`src/rtl/mips_pkg.sv`:
```
// Shared MIPS memory-stage definitions: load/store opcodes, LSU state encoding
// and access sizes.
package mips_pkg;

  localparam logic [5:0] OP_LBU = 6'h24;
  localparam logic [5:0] OP_LHU = 6'h25;
  localparam logic [5:0] OP_LW  = 6'h23;
  localparam logic [5:0] OP_SB  = 6'h28;
  localparam logic [5:0] OP_SH  = 6'h29;
  localparam logic [5:0] OP_SW  = 6'h2B;

  typedef enum logic [1:0] {
    S_IDLE,
    S_ACCESS,
    S_RESP
  } lsu_state_t;

  typedef enum logic [1:0] {
    SZ_BYTE,
    SZ_HALF,
    SZ_WORD
  } lsu_size_t;

endpackage

```
`src/rtl/lsu_lane_align.sv`:
```
// Byte-lane steering for a little-endian word bus: byte enables and replicated
// write data for stores, zero-extended lane extraction for loads.
module lsu_lane_align
  import mips_pkg::*;
(
  input  lsu_size_t   size,
  input  logic [1:0]  lane,
  input  logic [31:0] store_data,
  input  logic [31:0] mem_rdata,
  output logic [3:0]  mem_be,
  output logic [31:0] wdata,
  output logic [31:0] load_data
);

  always_comb begin
    mem_be    = 4'b1111;
    wdata     = store_data;
    load_data = mem_rdata;
    case (size)
      SZ_BYTE: begin
        mem_be    = 4'b0001 << lane;
        wdata     = {4{store_data[7:0]}};
        load_data = {24'b0, mem_rdata[{lane, 3'b000} +: 8]};
      end
      // Halfword accesses are already known to be aligned, so only lane[1] matters.
      SZ_HALF: begin
        mem_be    = lane[1] ? 4'b1100 : 4'b0011;
        wdata     = {2{store_data[15:0]}};
        load_data = {16'b0, (lane[1] ? mem_rdata[31:16] : mem_rdata[15:0])};
      end
      default: begin
        mem_be    = 4'b1111;
        wdata     = store_data;
        load_data = mem_rdata;
      end
    endcase
  end

endmodule

```
`src/rtl/load_store_unit.sv`:
```
// MIPS memory-access stage: one load or store per request over a ready
// handshake, with alignment checking, opcode checking and a wait timeout.
module load_store_unit
  import mips_pkg::*;
#(
  parameter int TIMEOUT_CYCLES = 16,
  parameter int CNT_W          = 5
) (
  input  logic        clk,
  input  logic        rst_n,
  input  logic        start,
  input  logic [5:0]  opcode,
  input  logic [31:0] base,
  input  logic [15:0] offset,
  input  logic [31:0] store_data,
  input  logic [4:0]  dest,
  output logic        mem_req,
  output logic        mem_we,
  output logic [31:0] mem_addr,
  output logic [3:0]  mem_be,
  output logic [31:0] mem_wdata,
  input  logic        mem_ready,
  input  logic [31:0] mem_rdata,
  output logic        busy,
  output logic        done,
  output logic        wb_en,
  output logic [4:0]  wb_reg,
  output logic [31:0] wb_data,
  output logic        addr_err,
  output logic        bus_err,
  output logic        illegal_op
);

  lsu_state_t       state_q, state_d;
  logic             mem_req_q, mem_req_d;
  logic             mem_we_q, mem_we_d;
  logic [31:0]      mem_addr_q, mem_addr_d;
  logic [3:0]       mem_be_q, mem_be_d;
  logic [31:0]      mem_wdata_q, mem_wdata_d;
  logic [4:0]       dest_q, dest_d;
  logic [1:0]       lane_q, lane_d;
  lsu_size_t        size_q, size_d;
  logic             load_q, load_d;
  logic [CNT_W-1:0] cnt_q, cnt_d;
  logic             busy_q, busy_d;
  logic             done_q, done_d;
  logic             wb_en_q, wb_en_d;
  logic [4:0]       wb_reg_q, wb_reg_d;
  logic [31:0]      wb_data_q, wb_data_d;
  logic             addr_err_q, addr_err_d;
  logic             bus_err_q, bus_err_d;
  logic             illegal_q, illegal_d;

  logic             op_legal, op_load, misaligned;
  lsu_size_t        op_size, al_size;
  logic [31:0]      ea;
  logic [1:0]       al_lane;
  logic [3:0]       al_be;
  logic [31:0]      al_wdata, al_load;

  assign ea = base + {{16{offset[15]}}, offset};

  always_comb begin
    op_legal = 1'b1;
    op_load  = 1'b0;
    op_size  = SZ_WORD;
    case (opcode)
      OP_LBU:  begin op_load = 1'b1; op_size = SZ_BYTE; end
      OP_LHU:  begin op_load = 1'b1; op_size = SZ_HALF; end
      OP_LW:   begin op_load = 1'b1; op_size = SZ_WORD; end
      OP_SB:   op_size = SZ_BYTE;
      OP_SH:   op_size = SZ_HALF;
      OP_SW:   op_size = SZ_WORD;
      default: op_legal = 1'b0;
    endcase
  end

  assign misaligned = ((op_size == SZ_HALF) && ea[0]) ||
                      ((op_size == SZ_WORD) && (ea[1:0] != 2'b00));

  // One aligner serves both paths: request decode in IDLE, data extraction in ACCESS.
  assign al_size = (state_q == S_ACCESS) ? size_q : op_size;
  assign al_lane = (state_q == S_ACCESS) ? lane_q : ea[1:0];

  lsu_lane_align u_align (
    .size       (al_size),
    .lane       (al_lane),
    .store_data (store_data),
    .mem_rdata  (mem_rdata),
    .mem_be     (al_be),
    .wdata      (al_wdata),
    .load_data  (al_load)
  );

  always_comb begin
    state_d     = state_q;
    mem_req_d   = mem_req_q;
    mem_we_d    = mem_we_q;
    mem_addr_d  = mem_addr_q;
    mem_be_d    = mem_be_q;
    mem_wdata_d = mem_wdata_q;
    dest_d      = dest_q;
    lane_d      = lane_q;
    size_d      = size_q;
    load_d      = load_q;
    cnt_d       = cnt_q;
    done_d      = 1'b0;
    wb_en_d     = 1'b0;
    wb_reg_d    = wb_reg_q;
    wb_data_d   = wb_data_q;
    addr_err_d  = addr_err_q;
    bus_err_d   = bus_err_q;
    illegal_d   = illegal_q;

    case (state_q)
      S_IDLE: begin
        if (start) begin
          if (!op_legal || misaligned) begin
            state_d    = S_RESP;
            done_d     = 1'b1;
            illegal_d  = !op_legal;
            addr_err_d = op_legal;
            bus_err_d  = 1'b0;
            wb_reg_d   = dest;
            wb_data_d  = '0;
          end else begin
            state_d     = S_ACCESS;
            mem_req_d   = 1'b1;
            mem_we_d    = !op_load;
            mem_addr_d  = {ea[31:2], 2'b00};
            mem_be_d    = al_be;
            mem_wdata_d = al_wdata;
            dest_d      = dest;
            lane_d      = ea[1:0];
            size_d      = op_size;
            load_d      = op_load;
            cnt_d       = '0;
          end
        end
      end
      S_ACCESS: begin
        // A ready arriving on the timeout cycle still completes the access.
        if (mem_ready) begin
          state_d    = S_RESP;
          mem_req_d  = 1'b0;
          done_d     = 1'b1;
          wb_en_d    = load_q && (dest_q != 5'd0);
          wb_reg_d   = dest_q;
          wb_data_d  = load_q ? al_load : '0;
          addr_err_d = 1'b0;
          bus_err_d  = 1'b0;
          illegal_d  = 1'b0;
        end else if (cnt_q == CNT_W'(TIMEOUT_CYCLES - 1)) begin
          state_d    = S_RESP;
          mem_req_d  = 1'b0;
          done_d     = 1'b1;
          wb_reg_d   = dest_q;
          wb_data_d  = '0;
          addr_err_d = 1'b0;
          bus_err_d  = 1'b1;
          illegal_d  = 1'b0;
        end else begin
          cnt_d = cnt_q + 1'b1;
        end
      end
      S_RESP: begin
        state_d = S_IDLE;
      end
      default: begin
        state_d   = S_IDLE;
        mem_req_d = 1'b0;
      end
    endcase

    busy_d = (state_d != S_IDLE);
  end

  always_ff @(posedge clk) begin
    if (!rst_n) begin
      state_q     <= S_IDLE;
      mem_req_q   <= 1'b0;
      mem_we_q    <= 1'b0;
      mem_addr_q  <= '0;
      mem_be_q    <= '0;
      mem_wdata_q <= '0;
      dest_q      <= '0;
      lane_q      <= '0;
      size_q      <= SZ_BYTE;
      load_q      <= 1'b0;
      cnt_q       <= '0;
      busy_q      <= 1'b0;
      done_q      <= 1'b0;
      wb_en_q     <= 1'b0;
      wb_reg_q    <= '0;
      wb_data_q   <= '0;
      addr_err_q  <= 1'b0;
      bus_err_q   <= 1'b0;
      illegal_q   <= 1'b0;
    end else begin
      state_q     <= state_d;
      mem_req_q   <= mem_req_d;
      mem_we_q    <= mem_we_d;
      mem_addr_q  <= mem_addr_d;
      mem_be_q    <= mem_be_d;
      mem_wdata_q <= mem_wdata_d;
      dest_q      <= dest_d;
      lane_q      <= lane_d;
      size_q      <= size_d;
      load_q      <= load_d;
      cnt_q       <= cnt_d;
      busy_q      <= busy_d;
      done_q      <= done_d;
      wb_en_q     <= wb_en_d;
      wb_reg_q    <= wb_reg_d;
      wb_data_q   <= wb_data_d;
      addr_err_q  <= addr_err_d;
      bus_err_q   <= bus_err_d;
      illegal_q   <= illegal_d;
    end
  end

  assign mem_req    = mem_req_q;
  assign mem_we     = mem_we_q;
  assign mem_addr   = mem_addr_q;
  assign mem_be     = mem_be_q;
  assign mem_wdata  = mem_wdata_q;
  assign busy       = busy_q;
  assign done       = done_q;
  assign wb_en      = wb_en_q;
  assign wb_reg     = wb_reg_q;
  assign wb_data    = wb_data_q;
  assign addr_err   = addr_err_q;
  assign bus_err    = bus_err_q;
  assign illegal_op = illegal_q;

endmodule

```
`config.mk`:
```
export PLATFORM = sky130hd
export DESIGN_NAME = load_store_unit
export DESIGN_NICKNAME = d
export VERILOG_FILES = /design/src/rtl/mips_pkg.sv /design/src/rtl/lsu_lane_align.sv /design/src/rtl/load_store_unit.sv
export SDC_FILE = /design/constraint.sdc
export NUM_CORES = 1
export LEC_CHECK = 0
export CELL_PAD_IN_SITES_DETAIL_PLACEMENT = 1
export CELL_PAD_IN_SITES_GLOBAL_PLACEMENT = 1
export CORE_MARGIN = 2
export CORE_UTILIZATION = 33
export DETAILED_ROUTE_END_ITERATION = 10
export PLACE_DENSITY_LB_ADDON = 0.2
export SETUP_SLACK_MARGIN = 0.2
export SLEW_MARGIN = 20
export SYNTH_ARGS = -nofsm -noshare
export SYNTH_HDL_FRONTEND = slang
export SYNTH_SLANG_ARGS = --single-unit
export TNS_END_PERCENT = 20
```
`constraint.sdc`:
```
create_clock -name clk -period 3.85 [get_ports clk]
set_input_delay 0.385 -clock clk [delete_from_list [all_inputs] [get_ports clk]]
set_output_delay 0.385 -clock clk [all_outputs]
set_load 0.01 [all_outputs]
```
Yosys cells after proc, flatten, opt, wreduce, memory -nomap -nowiden
Cells that the tools add are included.
W data, S select, Z words.
{"block": "totals", "register_bits": 128, "inputBits": 127, "out_inout_bits": 113, "wordCells": 117}
{"block": "classes", "addsub": 2, "n_eq_ne": 18, "n_shift": 2, "muxes": 52, "n_bitwise": 2, "n_reduce_logical": 22}
{"op": "$pmux W32 S2", "n": 3}
{"op": "$mux W32", "n": 5}
{"op": "$mux W5", "n": 8}
{"op": "$eq A6 B6 Y1 const B", "n": 6}
{"op": "$add A32 B32 Y32", "n": 1}
{"op": "$shiftx A32 B6 Y8", "n": 1}
{"op": "$pmux W5 S2", "n": 2}
{"op": "$mux W1", "n": 18}
{"op": "$mux W16", "n": 1}
{"op": "$mux W2", "n": 6}
{"op": "$ne A2 B2 Y1 const B", "n": 5}
{"op": "$pmux W1 S2", "n": 4}
{"op": "$pmux W2 S2", "n": 2}
{"op": "$pmux W4 S2", "n": 1}
{"op": "$reduce_and A4 Y1", "n": 2}
{"op": "$eq A2 B1 Y1 const B", "n": 3}
{"op": "$reduce_and A3 Y1", "n": 2}
{"op": "$reduce_bool A2 Y1", "n": 3}
{"op": "$reduce_or A6 Y1", "n": 1}
{"op": "$add A5 B1 Y5 const B", "n": 1}
{"op": "$eq A5 B4 Y1 const B", "n": 1}
{"op": "$reduce_and A5 Y1", "n": 1}
{"op": "$reduce_bool A5 Y1", "n": 1}
{"op": "$eq A2 B2 Y1 const B", "n": 2}
{"op": "11 further kinds", "n": 18}

Logic depth before layout (Yosys ltp)
Gate-level depths: netlist of run 1.
{"block": "logic_depth", "ltp_word": 11, "mapped_depth": 11, "mapped_depth_nobuf": 11}

Modules after synthesis
Synthesis of run 1 repeated with hierarchy kept, for this count alone.
{"block": "unflattened", "cells_unflattened": 894, "area_unflattened_um2": 7355.8}
{"module": "load_store_unit", "n_inst": 1, "cells_each": 767, "area_each_um2": 6361.1, "seq_area_each_um2": 2562.5}
{"module": "lsu_lane_align", "n_inst": 1, "cells_each": 127, "area_each_um2": 994.7, "seq_area_each_um2": 0.0}

Worst setup path before layout of run 1
Ideal clock, no wire load.
{"block": "synth_path", "path_kind": "input port to flip-flop", "startpoint": "input port offset[0]", "endpoint": "register mem_addr_q[30], in the netlist mem_addr[30]", "setup_time_ps": 129, "arrival_ps": 2677, "required_ps": 3721, "path_slack_ps": 1044, "stages": 9, "path_buffers": 2, "path_cell_list": "ha_1 fa_1 nor4_1 o21ai_1 or4b_1 clkbuf_1 clkbuf_1 a31oi_1 o211ai_1"}
{"block": "synth_via", "elab_chain_len": 7, "word_cells_on_any_way": 8, "cone_classes": "add/sub (1); bitwise (1); reduce/logical (6)"}
{"item": "from (decl)", "line_no": "load_store_unit.sv:14", "rtl": "input logic [15:0] offset,"}
{"item": "$add A32 B32 Y32", "line_no": "load_store_unit.sv:61", "rtl": "assign ea = base + {{16{offset[15]}}, offset};"}
{"item": "named net ea[1]", "line_no": "load_store_unit.sv:56", "rtl": "logic [31:0] ea;"}
{"item": "$reduce_bool A2 Y1", "line_no": "load_store_unit.sv:79", "rtl": "((op_size == SZ_WORD) && (ea[1:0] != 2'b00));"}
{"item": "$logic_and A1 B1 Y1", "line_no": "load_store_unit.sv:79"}
{"item": "$logic_or A1 B1 Y1", "line_no": "load_store_unit.sv:78", "rtl": "assign misaligned = ((op_size == SZ_HALF) && ea[0]) ||"}
{"item": "$logic_or A1 B1 Y1", "line_no": "load_store_unit.sv:118", "rtl": "if (!op_legal || misaligned) begin"}
{"item": "$not A1 Y1 (no line)"}
{"item": "$reduce_and A3 Y1 (no line)"}
{"item": "to (signal assigned)", "line_no": "load_store_unit.sv:203", "rtl": "mem_addr_q <= mem_addr_d;"}
{"item": "to (decl)", "line_no": "load_store_unit.sv:37", "rtl": "logic [31:0] mem_addr_q, mem_addr_d;"}
The timed path passes the listed nets, and every way through them passes these cells.
A chain may end at the register's enable or synchronous reset.

Final worst setup path of run 1
{"block": "layout_path", "startpoint": "input port offset[0]", "endpoint": "register mem_addr_q[24], in the netlist mem_addr[24]"}
Same word-level chain as after synthesis.

==> results of run 1 <==
## synth_stat cells, drive strengths merged, types with 4 or more instances
library cell | count | share of area [%]
nand2b | 8 | 0.74
clkbuf | 37 | 2.0
xor2 | 10 | 1.3
a21oi | 93 | 6.9
nand4 | 8 | 0.96
a222oi | 8 | 1.2
mux2i | 34 | 5.0
nand2 | 140 | 7.7
dfxtp | 128 | 38
nor3 | 8 | 0.59
nor2b | 6 | 0.55
o21bai | 4 | 0.44
a21o | 9 | 0.99
a22oi | 19 | 2.1
o31a | 4 | 0.51
buf | 15 | 1.3
a211oi | 26 | 2.9
nor4 | 10 | 1.0
nand3 | 23 | 1.7
nor2 | 92 | 5.1
a31oi | 16 | 1.5
o21ai | 24 | 1.9
o211ai | 11 | 1.2
inv | 15 | 0.83
ha | 33 | 6.1
xnor2 | 20 | 2.6
o221ai | 7 | 0.90
o31ai | 6 | 0.86
## worst min-delay path, delay by kind of cell, from the launching register on
kind | cells | cell delay (ns)
DFF | 1 | 0.31
AOI/OAI and AO/OA | 1 | 0.05
and+or+nand+nor | 1 | 0.05
## metal layers
metal	up-vias	part of all wire (%)
met2	191	49
met5	-	0
met4	0	1.8
met3	25	4.5
met1	3402	45
li1	3466	-
## worst paths after layout
check               start      endpoint  slack [ns]  cells after the start
max reg2reg    state_q[1]    wb_data[5]        1.17                      7
min reg2reg  mem_addr[23]  mem_addr[23]        0.45                      2
min          mem_addr[23]  mem_addr[23]        0.45                      2
max             offset[0]  mem_addr[24]        0.71                     10
## cell families after synthesis
kind of cell | after synthesis
XOR/XNOR | 30
buffers and inverters | 68
AO/OA/AOI/OAI | 237
multiplexers | 34
flip-flops | 128
other | 1
AND/OR/NAND/NOR | 310
adder cells (fa/ha/maj) | 34
## power groups by stage
stage / Clock, W / Combinational, W / Sequential (W)
detailed placement: 0 / 0.000662 / 0.00139
CTS: 0.00184 / 0.000667 / 0.00136
global route: 0.00191 / 0.000724 / 0.00136
floorplan: 0 / 0.000352 / 0.00140
finish: 0.00181 / 0.000662 / 0.00136
global placement: 0 / 0.000654 / 0.00139
## metrics by stage
stage          worst slack [ns]  instances  cell area (µm²)  hold WS (ns)  utilization (%)
2_1_floorplan              1.04        843             6810         0.449                -
3_3_place_gp              0.400       1318             9490         0.440             46.9
3_5_place_dp              0.299       1318             9490         0.448             46.9
4_1_cts                   0.696       1350            10100         0.457             50.2
5_1_grt                   0.449       1350            10100         0.483             50.2
6_report                  0.708       1350            10100         0.455             50.2
## final cells by class
cell class	instances	area, µm²	share of cell area [%]
clock buffers	17	425	4.19
clock inverters	15	230	2.27
inverters	16	62.6	0.616
multi-input cells	647	3970	39.1
flip-flops and latches	128	2560	25.2
well taps	270	338	3.33
repair buffers	257	2560	25.2
==> metrics.md, run 1 <==
| Metric | Value |
|---|---|
| Worst VDD drop | 308 µV |
| Clk pwr share | 47.2% |
| Avg Cell Area, Syn | 8.09 µm² |
| Tmin final | 3.14 ns |
| CTS resizes | 0 |
| Int Pwr | 0.00282 W |
| Horiz. Die Dim | 148 µm |
| Sequential power share | 35.5% |
| Core Area | 0.0202 mm² |
| PD cells | 378 mW/mm² |
| Drt first pass iters | 9 |
| Post-Synthesis Cells | 842 |
| Multiplexer area fraction after synthesis | 5.00% |
| Cell variety after synth | 58 |
| Yosys warns | 0 |
| Vias in the first global route | 7,244 |
| Crit Path Class | in -> reg |
| Clock sink total | 128 |
| Antenna violations before repair | 0 |
| First-pass GRT wire length | 38.4 mm |
| Status | completed |
| Synthesized area | 0.00681 mm² |
| Final period util | 81.6% |
| Max stage delay on crit path | 0.69 ns |
| Detail Placement HPWL | 17.9 mm |
| Top cell by count, worst path | nor4_1 |
| Synth Area in Adders | 6.36% |
| Routed Antenna Nets | 0 |
| Largest family of logic cells by synthesized area | compound AO/OA/AOI/OAI gates |
| Worst-path cell chain | clkdlybuf4s50_1 > ha_1 > fa_1 > nor4_1 > o21ai_1 > or4b_2 > buf_4 > nor4_1 > a31oi_1 > nand2_1 |
| Worst-Margin Slew | 0.981 ns |
| Most common cell after layout, fill and taps aside | clkdlybuf4s50_1 |
| Max Freq | 0.318 GHz |
| WL final | 24.3 mm |
| I/O pins | 240 |
| Commonest cells after routing, fill and taps aside | 237 x clkdlybuf4s50_1, 140 x nand2_1, 128 x dfxtp_1 |
| Crit start category | input port |
| DRC | 0 |
| Root Buffer | clkbuf_16 |
| M2 GR Usage | 38.2% |
| EDFF count, synth | 0 |
| Final setup vio count | 0 |
| Total gr overflow | 0 |
| Vias per cell | 5.25 |
| Worst path arrival time | 3.50 ns |
| XOR/XNOR share of the synthesized area | 3.86% |
| P_sw | 0.00101 W |
| Initial DRC count | 286 |
| Placer Congestion | 0.809 |
| Clock buffer depth | 2 |
| Count of pins over their slew limit | 0 |
| Hold buffer count at CTS | 0 |
| Worst Path Required | 4.21 ns |
| Crit path buf inv count | 2 |
| Combinational power share | 17.3% |
| Setup TNS | 0 ns |
| Setup Fix Bufs, Post-CTS | 0 |
| Die Area | 0.0218 mm² |
| Vias | 7,084 |
| Htree depth | 4 |
| I/O Buffers | 237 |
| Ys async rst share | 0% |
| Num CTS Buffers | 17 |
| Routing usage on met1 | 28.4% |
| GRT Max-Usage Layer | met2 |
| Main synth FF type | dfxtp_1 |
| Worst-Skew Late Latency | 0.43 ns |
| Tot Pwr | 0.00383 W |
| Compound-Gate Fraction of Synth Area | 22.6% |
| Relative slew slack | 34.1% |
| Clk slew on worst S/H paths | 0.06 ns |
| Fin nets | 1,228 |
| CTS tree | done |
| Post-synthesis simple-gate area fraction | 20.3% |
| # fillers | 2,366 |
| Worst hold path class | reg -> reg |
| Leak | 3.77 nW |
| Fraction of power spent switching nets | 26.4% |
| Skew final | 0.0165 ns |
| Area growth, synth to finish | 49.1% |
| Initial Util | 33.7% |
| Row count | 52 |
| Critical path's slowest cell | or4b_2 |
| Die Ht | 148 µm |
| Final hold vios | 0 |
| CP delay by family, top | simple AND/OR/NAND/NOR gates |
| Largest net degree at the start of global routing | 76 |
| Share of cells above drive strength 1 | 6.20% |
| RSZ-0062 raised after global routing | no |
| Diodes inserted | 0 |
| CP endpoint kind | flop |
| CP max FO | 42 |
| Sequential-to-total area share from yosys stat | 37.6% |
| Met3 usage | 4.01% |
| Total track usage | 22.1% |
| Max Cap Viol | 0 |
| Post-synthesis register bit count | 128 |
| Wire length per cell | 18.0 µm |
No activity file was read; power rests on OpenSTA's default activity.
==> inputs of run 2 (changes only) <==
- CORE_UTILIZATION: 33 -> 29
- clock period: 3.85 -> 2.8 ns (I/O delays scaled with it)
==> metrics.md, run 2 (synthesis gave the netlist of run 1 again) <==
| Metric | Value |
|---|---|
| WL final | 25.9 mm (+6.5%) |
| Num CTS Buffers | 17 (unchanged) |
| Largest net degree at the start of global routing | 57 (-25%) |
| Final period util | 92.1% |
| Max Freq | 0.388 GHz |
| Clock sink total | 128 (unchanged) |
| Tot Pwr | 0.00547 W (+43%) |
| Hold EP | mem_wdata[26] |
| Die Ht | 157 µm (+6.5%) |
| PD cells | 484 mW/mm² (+28%) |
| Skew final | 0.0120 ns (-0.00443 ns) |
| CP max FO | 3 (-93%) |
| Htree depth | 4 (unchanged) |
| CP delay by family, top | compound AO/OA/AOI/OAI gates |
| Share of cells above drive strength 1 | 16.7% (+10 points) |
| Placer Congestion | 0.801 (-0.99%) |
| # fillers | 2,738 (+16%) |
| Worst-Margin Slew | 0.862 ns (-0.118 ns) |
| Detail Placement HPWL | 19.5 mm (+9.3%) |
| Row count | 56 (+7.7%) |
| Most common cell after layout, fill and taps aside | clkdlybuf4s50_1 |
| Worst r2r dst | wb_data[13] |
| Die Area | 0.0247 mm² (+13%) |
| Final worst slack | 0.221 ns (-0.487 ns) |
| Critical path's slowest cell | clkdlybuf4s50_1 |
| FF-to-FF setup slack | 0.47 ns (-0.70 ns) |
| Vias per cell | 4.95 (-5.6%) |
| Final setup vio count | 0 (unchanged) |
| Total track usage | 20.8% (-1.4 points) |
| Worst-path cell chain | clkdlybuf4s50_1 > ha_4 > nand2_2 > or3_4 > o21ai_4 > a211oi_2 > buf_4 > o31a_1 > o31ai_4 > a21oi_2 > buf_4 > nor4_2 > nor4_2 |
| Status | completed |
| Root Buffer | clkbuf_16 |
| Vias in the first global route | 7,684 (+6.1%) |
| Antenna violations before repair | 0 (unchanged) |
| I/O Buffers | 237 (unchanged) |
| Horiz. Die Dim | 157 µm (+6.5%) |
| Setup TNS | 0 ns (unchanged) |
| Clk slew on worst S/H paths | 0.06 ns (about the same) |
| Vias | 7,432 (+4.9%) |
| Leak | 4.42 nW (+17%) |
| Commonest cells after routing, fill and taps aside | 220 x clkdlybuf4s50_1, 138 x nand2_1, 128 x dfxtp_1 |
| Initial Util | 29.3% (-4.4 points) |
| Worst path arrival time | 2.86 ns (-0.64 ns) |
| Crit start category | input port |
| Worst-Skew Late Latency | 0.42 ns (about the same) |
| Wire length per cell | 17.3 µm (-4.2%) |
| Worst Path Required | 3.08 ns (-1.13 ns) |
| First-pass GRT wire length | 40.3 mm (+4.9%) |
| FF-to-FF path depth | 6 (-1) |
| Worst VDD drop | 340 µV (+11%) |
| Critical hold path startpoint | mem_wdata[26] |
| Core Area | 0.0233 mm² (+15%) |
| CP startpoint | offset[11] |
| Relative slew slack | 42.4% (+8.3 points) |
| I/O pins | 240 (unchanged) |
| FF-to-FF Start | state_q[1] |
| Crit path buf inv count | 3 (+1) |
| Clock buffer depth | 2 (unchanged) |
| Count of pins over their slew limit | 0 (unchanged) |
| RSZ-0062 raised after global routing | yes |
| Worst hold path class | reg -> reg |
| Hold depth | 2 (unchanged) |
| Initial DRC count | 258 (-9.8%) |
| Fin nets | 1,329 (+8.2%) |
| Diodes inserted | 0 (unchanged) |
| CP endpoint kind | flop |
| Final hold vios | 0 (unchanged) |
| DRC | 0 (unchanged) |
| Drt first pass iters | 5 (-4) |
| Max stage delay on crit path | 0.45 ns (-0.24 ns) |
| Tmin final | 2.58 ns |
| Crit Path Class | in -> reg |
| Total gr overflow | 0 (unchanged) |
| DP Worst Slack | -0.519 ns (-0.817 ns) |
| Max Cap Viol | 0 (unchanged) |
| Routed Antenna Nets | 0 (unchanged) |
| Area growth, synth to finish | 65.9% |
| CTS tree | done |
run 2: changes by cell type in the layout (fill, tap and decap cells not counted), moves of 3 or more:
cell	change
dlygate4sd2_1	+6
ha_1	-10
dlymetal6s2s_1	+11
buf_12	+5
clkdlybuf4s50_1	-17
ha_4	+9
a21oi_1	-3
buf_4	+89
buf_6	+6
a21oi_2	+3
nor4_1	-3
run 2: repair_timing:
action                     4_1_cts  5_1_grt
cloned                           0        0
hold buffers                     0        0
setup endpoints to repair       86       86
buffers inserted                 4        2
pin swaps                       13        5
resized for setup               32       30
run 2: cell type report:
class / count / area [µm²] / area share [%]
Inverter: 16 / 62.6 / 0.554
Sequential cell: 128 / 2560 / 22.7
Clock inverter: 13 / 199 / 1.76
Clock buffer: 19 / 443 / 3.92
Tap cell: 319 / 399 / 3.53
Multi-Input combinational cell: 647 / 4200 / 37.2
Timing Repair Buffer: 358 / 3430 / 30.4
run 2: worst max-delay path by stage:
stage / to / slack, ns / cells after the start
after floorplan: mem_addr[30] / 0.22 / 9
after global placement: mem_addr[31] / -0.46 / 9
after detailed placement: mem_addr[31] / -0.52 / 9
after CTS: wb_data[13] / 0.19 / 9
after global routing: mem_addr[31] / 0.04 / 14
final: mem_addr[31] / 0.22 / 13
run 2: metal layers:
metal / global-route usage [%] / vias up / wire length (µm)
met3: 3.06 / 28 / 923
met4: 6.54 / 0 / 482
met1: 25.5 / 3574 / 11400
met2: 37.2 / 163 / 13100
met5: 0 / - / 0
li1: - / 3667 / -
run 2: power breakdown:
part	switching, W	total (W)	internal (W)
clock network	0.000915	0.00245	0.00154
logic	0.000542	0.00115	0.000607
registers	0.0000197	0.00187	0.00185
total	0.00148	0.00547	0.00399
run 2: worst min-delay path, stage by stage, from the launching register on:
cell	delay (ns)
dfxtp_1	0.30
nand2_1	0.05
a21oi_1	0.05
run 2: metrics by stage:
| step | hold slack (ns) | instances | utilization, % | area (µm²) |
|---|---|---|---|---|
| 6_report | 0.453 | 1500 | 48.6 | 11300 |
| 5_1_grt | 0.473 | 1500 | 48.6 | 11300 |
| 4_1_cts | 0.456 | 1498 | 47.9 | 11200 |
| 3_5_place_dp | 0.448 | 1462 | 44.4 | 10300 |
| 3_3_place_gp | 0.441 | 1462 | 44.4 | 10300 |
| 2_1_floorplan | 0.396 | 843 | - | 6820 |
